## config.mk

```make
export PLATFORM = sky130hd
export DESIGN_NAME = cpr_cart_loader
export DESIGN_NICKNAME = d
export VERILOG_FILES = /design/src/rtl/cpr_cart_loader.sv
export SDC_FILE = /design/constraint.sdc
export NUM_CORES = 1
export LEC_CHECK = 0
export CAP_MARGIN = 20
export CORE_UTILIZATION = 35
export CTS_CLUSTER_SIZE = 10
export DETAILED_ROUTE_END_ITERATION = 10
export HOLD_SLACK_MARGIN = 0.12
export PLACE_DENSITY = 0.54
export SETUP_SLACK_MARGIN = 0.4
export SLEW_MARGIN = 10
export SYNTH_ARGS = -nofsm -noshare
export SYNTH_HDL_FRONTEND = slang
export SYNTH_SLANG_ARGS = --single-unit
```

## constraint.sdc

```tcl
create_clock -name clk_sys -period 2.8 [get_ports clk_sys]
set_input_delay 0.56 -clock clk_sys [delete_from_list [all_inputs] [get_ports clk_sys]]
set_output_delay 0.56 -clock clk_sys [all_outputs]
set_load 0.03 [all_outputs]
```

## src/rtl/cpr_cart_loader.sv

```systemverilog
// cpr_cart_loader: parses a CPR (RIFF "AMS!") cartridge image streamed over
// ioctl and turns every payload byte of chunks cb00..cbNN into a single-byte
// SDRAM write at CART_BASE + page*16 KiB + offset. Tracks which pages were
// written and whether the image as a whole is usable for Plus mode.
//
// Handshakes:
//   host side  - a byte is taken on ioctl_wr only while ioctl_wait is low.
//                ioctl_wait rises with cart_wr and stays high through the
//                cart_ack cycle, so the host sees it low again the cycle after
//                the ack. A strobe while ioctl_wait is high is an overrun.
//   SDRAM side - cart_wr is a one-cycle request. cart_addr/cart_data hold
//                until the matching cart_ack pulse, which arrives at least one
//                cycle after cart_wr. Only one write is ever outstanding.
module cpr_cart_loader #(
   parameter logic [22:0] CART_BASE = 23'h200000,
   parameter logic [7:0]  CPR_INDEX = 8'd5,
   parameter int          MAX_PAGES = 32
) (
   input  logic        clk_sys,
   input  logic        reset_n,
   input  logic        ioctl_download,
   input  logic        ioctl_wr,
   input  logic [7:0]  ioctl_index,
   input  logic [7:0]  ioctl_dout,
   output logic        ioctl_wait,
   output logic        cart_wr,
   output logic [22:0] cart_addr,
   output logic [7:0]  cart_data,
   input  logic        cart_ack,
   output logic [31:0] page_map,
   output logic        plus_valid,
   output logic        cpr_error,
   output logic        busy
);

   typedef enum logic [3:0] {
      S_IDLE, S_RIFF_ID, S_RIFF_SIZE, S_FORM_ID, S_CHUNK_ID, S_CHUNK_SIZE,
      S_CHUNK_DATA, S_CHUNK_PAD, S_ERROR, S_FINISH, S_DONE
   } state_t;

   // state is the parser position; checkers can bind to it directly.
   state_t      state, state_n;
   logic        act_q;       // previous Active, reset high so a reset mid-download needs a fresh rise
   logic [1:0]  bc;          // byte index inside 4-byte header/id/size fields
   logic [23:0] id;          // last three chunk id bytes
   logic [31:0] sz;          // remaining chunk payload bytes
   logic        odd;         // chunk size was odd, pad byte follows
   logic [4:0]  pg;          // page of the current chunk
   logic        writable;    // current chunk targets a valid page
   logic [14:0] off;         // bit 14 set once the 16 KiB page is full
   logic        hdr_end;     // download ended while still inside the RIFF header

   logic        active, rise, fall_run, parsing, take, overrun, in_header;
   logic [31:0] hdr_word;
   logic [7:0]  exp_char;
   logic [7:0]  d1;
   logic [6:0]  pg_calc;
   logic        digits_ok, id_ok, wr_ok;
   logic [31:0] sz_full;

   assign active    = ioctl_download & (ioctl_index == CPR_INDEX);
   assign rise      = active & ~act_q;
   assign fall_run  = ~active & act_q & (state != S_IDLE) & (state != S_DONE) & (state != S_FINISH);
   assign parsing   = state inside {S_RIFF_ID, S_RIFF_SIZE, S_FORM_ID, S_CHUNK_ID,
                                    S_CHUNK_SIZE, S_CHUNK_DATA, S_CHUNK_PAD};
   assign take      = parsing & active & ioctl_wr & ~ioctl_wait;
   assign overrun   = parsing & active & ioctl_wr & ioctl_wait;
   assign in_header = state inside {S_RIFF_ID, S_RIFF_SIZE, S_FORM_ID};

   // Header magic character expected at the current byte position.
   assign hdr_word  = (state == S_FORM_ID) ? "AMS!" : "RIFF";
   assign exp_char  = hdr_word[{~bc, 3'b000} +: 8];

   // Chunk id "cbNN" decode, evaluated as the fourth id byte arrives.
   assign d1        = id[7:0];
   assign digits_ok = (d1 >= 8'h30) && (d1 <= 8'h39) && (ioctl_dout >= 8'h30) && (ioctl_dout <= 8'h39);
   assign pg_calc   = {3'b000, d1[3:0]} * 7'd10 + {3'b000, ioctl_dout[3:0]};
   assign id_ok     = (id[23:16] == 8'h63) && (id[15:8] == 8'h62) && digits_ok &&
                      (int'(pg_calc) < MAX_PAGES);
   assign sz_full   = {ioctl_dout, sz[31:8]};
   assign wr_ok     = writable & ~off[14];

   // Parser state register.
   always_ff @(posedge clk_sys or negedge reset_n) begin
      if (!reset_n) state <= S_IDLE;
      else          state <= state_n;
   end

   // Next-state: new download, end of download, overrun, then per-byte parsing.
   always_comb begin
      state_n = state;
      if (rise) begin
         state_n = S_RIFF_ID;
      end else if (fall_run) begin
         state_n = S_FINISH;
      end else if (state == S_FINISH) begin
         if (!ioctl_wait) state_n = S_DONE;
      end else if (overrun) begin
         state_n = S_ERROR;
      end else if (take) begin
         case (state)
            S_RIFF_ID:    if (ioctl_dout != exp_char) state_n = S_ERROR;
                          else if (bc == 2'd3)        state_n = S_RIFF_SIZE;
            S_RIFF_SIZE:  if (bc == 2'd3)             state_n = S_FORM_ID;
            S_FORM_ID:    if (ioctl_dout != exp_char) state_n = S_ERROR;
                          else if (bc == 2'd3)        state_n = S_CHUNK_ID;
            S_CHUNK_ID:   if (bc == 2'd3)             state_n = S_CHUNK_SIZE;
            S_CHUNK_SIZE: if (bc == 2'd3)             state_n = (sz_full == 32'd0) ? S_CHUNK_ID : S_CHUNK_DATA;
            S_CHUNK_DATA: if (sz == 32'd1)            state_n = odd ? S_CHUNK_PAD : S_CHUNK_ID;
            S_CHUNK_PAD:                              state_n = S_CHUNK_ID;
            default: ;
         endcase
      end
   end

   // Field capture, SDRAM write issue, host stall and status outputs.
   always_ff @(posedge clk_sys or negedge reset_n) begin
      if (!reset_n) begin
         act_q      <= 1'b1;
         bc         <= 2'd0;
         id         <= 24'd0;
         sz         <= 32'd0;
         odd        <= 1'b0;
         pg         <= 5'd0;
         writable   <= 1'b0;
         off        <= 15'd0;
         hdr_end    <= 1'b0;
         cart_wr    <= 1'b0;
         cart_addr  <= 23'd0;
         cart_data  <= 8'd0;
         ioctl_wait <= 1'b0;
         page_map   <= 32'd0;
         plus_valid <= 1'b0;
         cpr_error  <= 1'b0;
         busy       <= 1'b0;
      end else begin
         act_q   <= active;
         cart_wr <= 1'b0;
         if (cart_ack) ioctl_wait <= 1'b0;
         if (rise) begin
            page_map   <= 32'd0;
            plus_valid <= 1'b0;
            cpr_error  <= 1'b0;
            busy       <= 1'b1;
            bc         <= 2'd0;
         end else if (fall_run) begin
            hdr_end <= in_header;
         end else if (state == S_FINISH) begin
            if (!ioctl_wait) begin
               plus_valid <= ~cpr_error & page_map[0] & ~hdr_end;
               busy       <= 1'b0;
            end
         end else if (overrun) begin
            cpr_error <= 1'b1;
         end else if (take) begin
            if (state_n == S_ERROR) cpr_error <= 1'b1;
            if (state inside {S_RIFF_ID, S_RIFF_SIZE, S_FORM_ID, S_CHUNK_ID, S_CHUNK_SIZE})
               bc <= bc + 2'd1;
            case (state)
               S_CHUNK_ID: begin
                  id <= {id[15:0], ioctl_dout};
                  if (bc == 2'd3) begin
                     writable <= id_ok;
                     pg       <= pg_calc[4:0];
                  end
               end
               S_CHUNK_SIZE: begin
                  sz  <= sz_full;
                  off <= 15'd0;
                  if (bc == 2'd3) odd <= sz[8];
               end
               S_CHUNK_DATA: begin
                  sz <= sz - 32'd1;
                  if (wr_ok) begin
                     cart_wr      <= 1'b1;
                     ioctl_wait   <= 1'b1;
                     cart_addr    <= CART_BASE + {4'b0000, pg, off[13:0]};
                     cart_data    <= ioctl_dout;
                     page_map[pg] <= 1'b1;
                     off          <= off + 15'd1;
                  end
               end
               default: ;
            endcase
         end
      end
   end

endmodule
```

== Word level (Yosys, flattened, before mapping) ==
Index checks and enable logic that the tools add are counted.

* Register bits after elaboration: 154
* Input port bits: 21
* Output and inout port bits: 68
* Word-level logic and storage cells: 175

* Add/sub/neg operators: 5
* $mul: 1
* Order comparisons: 7
* Equal/unequal tests: 22
* Shifts and indexed selects: 1
* Muxes and demuxes: 65
* Bitwise operators: 25
* Reduce and logical (&&, ||, !) cells: 31

{| class="wikitable"
|+ Operator list
! cell !! number
|-
| 2-to-1 mux 32 bit || 7
|-
| case mux 32 bit (2 select lines) || 1
|-
| 2-to-1 mux 4 bit || 14
|-
| == test 32 x 1 -> 1 bit, second input constant || 1
|-
| zero test 32 bit || 1
|-
| bitwise OR 32 bit || 1
|-
| indexed part select 32 x 6 -> 8 bit || 1
|-
| subtractor 32 x 1 -> 32 bit, second input constant || 1
|-
| 2-to-1 mux 1 bit || 30
|-
| case mux 15 bit (2 select lines) || 1
|-
| 2-to-1 mux 29 bit || 1
|-
| case mux 4 bit (7 select lines) || 1
|-
| AND reduction 7 bit || 4
|-
| adder 22 x 19 -> 23 bit, first input constant || 1
|-
| AND reduction 6 bit || 3
|-
| == test 4 x 3 -> 1 bit, second input constant || 4
|-
| == test 8 x 7 -> 1 bit, second input constant || 2
|-
| greater-or-equal comparator 8 x 6 -> 1 bit, second input constant || 2
|-
| less-or-equal comparator 8 x 6 -> 1 bit, second input constant || 2
|-
| 2-to-1 mux 2 bit || 8
|-
| adder 15 x 1 -> 15 bit, second input constant || 1
|-
| 2-to-1 mux 15 bit || 1
|-
| AND 1 bit || 13
|-
| nonzero test 2 bit || 6
|-
| 27 further kinds || 50
|}

== Logic depth before layout (Yosys ltp) ==
* Depth in word-level cells: 18
* Gate-level depth with buffers: 9
* Depth with buffers taken out: 9

== Worst setup path before layout ==
OpenSTA, ideal clock, no wires.

* Kind: input to register
* Start: input port ioctl_index[5]
* End: register cart_addr[10]
* Library setup time: 0.125 ns
* Arrival time: 2.209 ns
* Data required time: 2.675 ns
* Path slack: 0.466 ns
* Stages on the path: 8
* Buffers on the path: 2
* Cell sequence: nor4b_2 -> nand4b_2 -> clkinv_2 -> nand3_4 -> or3_1 -> buf_6 -> buf_6 -> mux2_4

* Longest elaborated chain between the ends: 9
* Elaborated cells between the ends (all ways): 16
* Classes of those cells: eq/ne (1); bitwise (14); reduce/logical (1)

{| class="wikitable"
|+ Ends and longest elaborated chain
! what !! RTL line !! text
|-
| from (decl) || 23 || <nowiki>input logic [7:0] ioctl_index,</nowiki>
|-
| == test 8 x 3 -> 1 bit * || 61 || <nowiki>assign active = ioctl_download & (ioctl_index == CPR_INDEX);</nowiki>
|-
| AND 1 bit * || 61 ||
|-
| via active || 53 || <nowiki>logic active, rise, fall_run, parsing, take, overrun, in_header;</nowiki>
|-
| NOT 1 bit || 63 || <nowiki>assign fall_run = ~active & act_q & (state != S_IDLE) & (state != S_DONE) & (state != S_FINISH);</nowiki>
|-
| AND 1 bit (4 in series) || 63 ||
|-
| NOT 1 bit (no line) || -- ||
|-
| AND reduction 7 bit (no line) * || -- ||
|-
| to (signal assigned) || 177 || <nowiki>cart_addr <= CART_BASE + {4'b0000, pg, off[13:0]};</nowiki>
|-
| to (decl) || 27 || <nowiki>output logic [22:0] cart_addr,</nowiki>
|}

Mark *: on every way through the listed nets, which the timed path passes. The rest lies on a longest branch.
A chain may end at the register's enable or synchronous reset.

== Final worst setup path ==
* Start: input port ioctl_wr
* End: register sz[29]

* Longest elaborated chain between the ends: 4
* Elaborated cells between the ends (all ways): 5
* Classes of those cells: bitwise (4); reduce/logical (1)

{| class="wikitable"
|+ Ends and longest elaborated chain
! what !! RTL line !! text
|-
| from (decl) || 22 || <nowiki>input logic ioctl_wr,</nowiki>
|-
| AND 1 bit * || 66, 67 ||
|-
| AND 1 bit || 67 || <nowiki>assign overrun = parsing & active & ioctl_wr & ioctl_wait;</nowiki>
|-
| NOT 1 bit (no line) || -- ||
|-
| AND reduction 6 bit (no line) * || -- ||
|-
| to (signal assigned) || 168 || <nowiki>sz <= sz_full;</nowiki>
|-
| to (signal assigned) || 173 || <nowiki>sz <= sz - 32'd1;</nowiki>
|-
| to (decl) || 46 || <nowiki>logic [31:0] sz;</nowiki>
|}

Every way passes the cells marked *; elsewhere a longest branch is shown, timed or not.

==> impl_metrics.py <==
metrics = {
    "yosys": {
        "synthArstFlopShare_pct": 100,
        "synthFlopType": "dfrtp_1",
        "yosys_warnings": 0,
        "netlist_top_cells_count": "dfrtp_1, nand2_1, o21ai_0",
        "synth_cells": 822,
        "synth.distinct_cells": 75,
        "synth_top_area_share_pct": 49.0,
        "avgSynthCellArea_um2": 9.33,
        "synth_enable_flop_cells": 0,
        "seq_area_frac_synth_pct": 49.3,
        "yosysMostFrequentCell": "dfrtp_1",
        "synthesis.area_um2": 7670,
        "synthTopCellsByArea": "dfrtp_1, nand2_1, o21ai_0",
        "ys_ff_latch": 151,
        "yosys.area.top_type": "dfrtp_1",
    },
    "job": {
        "max_cap_violations": 0,
    },
    "placement": {
        "dp_hpwl_mm": 14.0,
        "dp.cells": 1198,
        "gp_congestion": 0.806,
        "numPortBuffers": 85,
    },
    "power": {
        "clkPwrFrac_pct": 51.6,
        "ir_drop_mv": 0.250,
        "sequentialPowerShare_pct": 44.2,
        "p_sw_share_pct": 21.4,
        "power.net_switching_mw": 1.06,
        "intPower_mw": 3.90,
        "p_comb_share_pct": 4.2,
        "p_per_area_nw_per_um2": 500,
        "p_leak_nw": 4.49,
    },
    "layout": {
        "final_cells": 1231,
        "fin_util_pct": 46.8,
        "area_delta_synth_final_pct": 29.5,
        "multi_input_area_um2": 3670,
        "drive_gt1_share_pct": 15.2,
        "fin_nets": 978,
        "diodes": 0,
        "regArea_um2": 3780,
        "n_fill_cell": 2048,
    },
    "die": {
        "fp.dieH_um": 150,
        "start_util_pct": 36.1,
        "core-area_um2": 21200,
        "rows": 53,
        "dieArea_um2": 22500,
        "die_w_um": 150,
        "io_pins": 89,
    },
    "drt": {
        "vias": 6473,
        "drt-total-wl_mm": 20.1,
        "wl_per_cell_um": 16.3,
        "antenna_left": 0,
        "vias_per_cell": 5.26,
        "initialDrtViolationCount": 486,
        "drc_errors": 0,
        "drt-pass1-iter-count": 5,
    },
    "critical_path": {
        "path_max_fanout": 8,
        "cp_data_arrival_time_ps": 2680,
        "cp.depth": 8,
        "cpMaxStageDelayCell": "clkdlybuf4s50_1",
        "r2r-start": "state[2]",
        "crit_buf_inv": 2,
        "crit_family": "simple AND/OR/NAND/NOR gates",
        "crit_start": "ioctl_wr",
        "crit_type": "in -> reg",
        "ff2ff_setup_slack_ps": 530,
        "cpPeakStageDelay_ps": 510,
        "critPathRequiredTime_ps": 3140,
        "startpoint_type": "input pin",
        "end_kind": "flip-flop",
        "endpoint": "sz[29]",
        "path_cells": "clkdlybuf4s50_1 > or3b_4 > nor2_4 > nand3_4 > buf_4 > or3_1 > a21oi_1 > a2bb2oi_1",
        "r2r_end": "id[0]",
        "r2r_cells": 7,
    },
    "clock_network": {
        "clkTransAtPathRegs_ps": 60,
        "cts_tree": "done",
        "insertion_delay_ps": 430,
        "cts_buffers": 17,
        "clk_path_buf_depth": 2,
        "htree_levels": 4,
        "cts_sinks": 151,
        "root_buffer": "clkbuf_16",
    },
    "global_routing": {
        "grt.overflow.total": 0,
        "antenna_found_initial": 0,
        "grt_usage_pct": 18.5,
        "grt_max_degree": 53,
        "grt_pass1_vias": 6079,
        "grt_pass1_wl_mm": 32.4,
    },
    "timing": {
        "period_share_pct": 83.7,
        "maxSlewHeadroom_pct": 61.1,
        "period_needed_ps": 2340,
        "timing.hold.ws_ps": 468,
        "max_slew.worst_pin.slew_ps": 580,
        "fin_skew_ps": 13.9,
        "setup_viol": 0,
        "final_hold_viol_count": 0,
        "rsz0062_at_grt": "yes",
        "drv_slew": 0,
        "max_clock_freq_mhz": 427,
    },
    "run_status": {
        "outcome": "finished clean",
    },
    "worst_hold_path": {
        "hp-class": "reg -> reg",
    },
}
==> through the flow <==
stage / setup slack (ps) / area (um2) / power [mW] / TNS, ps
4_1_cts: 412 / 9880 / 5.02 / 0
6_report: 457 / 9930 / 4.96 / 0
3_3_place_gp: -18.6 / 9220 / 2.44 / -256
3_5_place_dp: -34.2 / 9220 / 2.44 / -513
2_1_floorplan: 466 / 7670 / 2.31 / 0
5_1_grt: 375 / 9930 / 5.12 / 0
==> cell families (layout without fill, tap and decap cells) <==
logic type,Yosys count,count (layout),synth area share (%)
mux,28,28,4.72
fa+ha+maj,13,13,2.32
flops,151,151,49.3
xor+xnor,10,10,1.14
other cells,1,3,0.0489
compound gates,220,220,16.7
simple gates,336,336,22.2
buf+inv,63,195,3.59
==> registers in the layout, indices dropped and copies added, names as in the netlist <==
| signal | count |
|---|---|
| sz | 32 |
| cpr_error | 1 |
| busy | 1 |
| writable | 1 |
| bc | 2 |
| cart_data | 8 |
| cart_wr | 1 |
| pg | 5 |
| plus_valid | 1 |
| hdr_end | 1 |
| cart_addr | 20 |
| state | 4 |
| off | 15 |
| ioctl_wait | 1 |
| id | 24 |
| act_q | 1 |
| odd | 1 |
| page_map | 32 |
==> power by group through the flow <==
stage / clock network (mW) / logic, mW / registers, mW
finish: 2.56 / 0.208 / 2.19
global route: 2.70 / 0.231 / 2.19
CTS: 2.61 / 0.212 / 2.19
detailed placement: 0 / 0.210 / 2.23
global placement: 0 / 0.210 / 2.23
floorplan: 0 / 0.0691 / 2.24
==> worst min-delay path by stage <==
| stage | depth (start not counted) | slack [ps] | to | startpoint |
|---|---|---|---|---|
| 6_report | 1 | 470 | cart_addr[21] | cart_addr[21] |
| 5_1_grt | 1 | 500 | cart_addr[21] | cart_addr[21] |
| 4_1_cts | 2 | 470 | id[21] | id[21] |
| 3_5_place_dp | 1 | 450 | cart_addr[21] | cart_addr[21] |
| 3_3_place_gp | 2 | 450 | id[21] | id[21] |
| 2_1_floorplan | 0 | 260 | bc[0] | reset_n |
==> placed cells by master, fill, tap and decap left out, types with 18 or more instances in the layout <==
master	instances
nor2_1	78
clkdlybuf4s50_1	83
clkbuf_16	18
o21ai_0	81
buf_4	52
a21oi_1	71
dfrtp_1	150
nand2_1	122
==> area by class of cell <==
type / instances / share of cell area [%]
timing repair buffer: 146 / 14.3
inverter: 18 / 0.693
tap: 275 / 3.47
clock inverter: 11 / 1.95
sequential: 151 / 38.1
clock buffer: 20 / 4.60
multi-input combinational: 610 / 36.9
==> layer usage <==
metal	track usage, %	part of all wire [%]	vias up
li1	-	-	3169
met1	27.0	50	3147
met2	28.0	45	143
met3	3.41	3.8	14
met4	4.65	0.99	0
met5	0	0	-
==> what timing repair did <==
item,in CTS,in global routing
hold endpoints to repair,26,0
gates resized for setup,0,7
endpoints found under the setup margin,0,69
setup buffers,0,0
hold buffers,1,0
(Power assumes the default switching activity.)
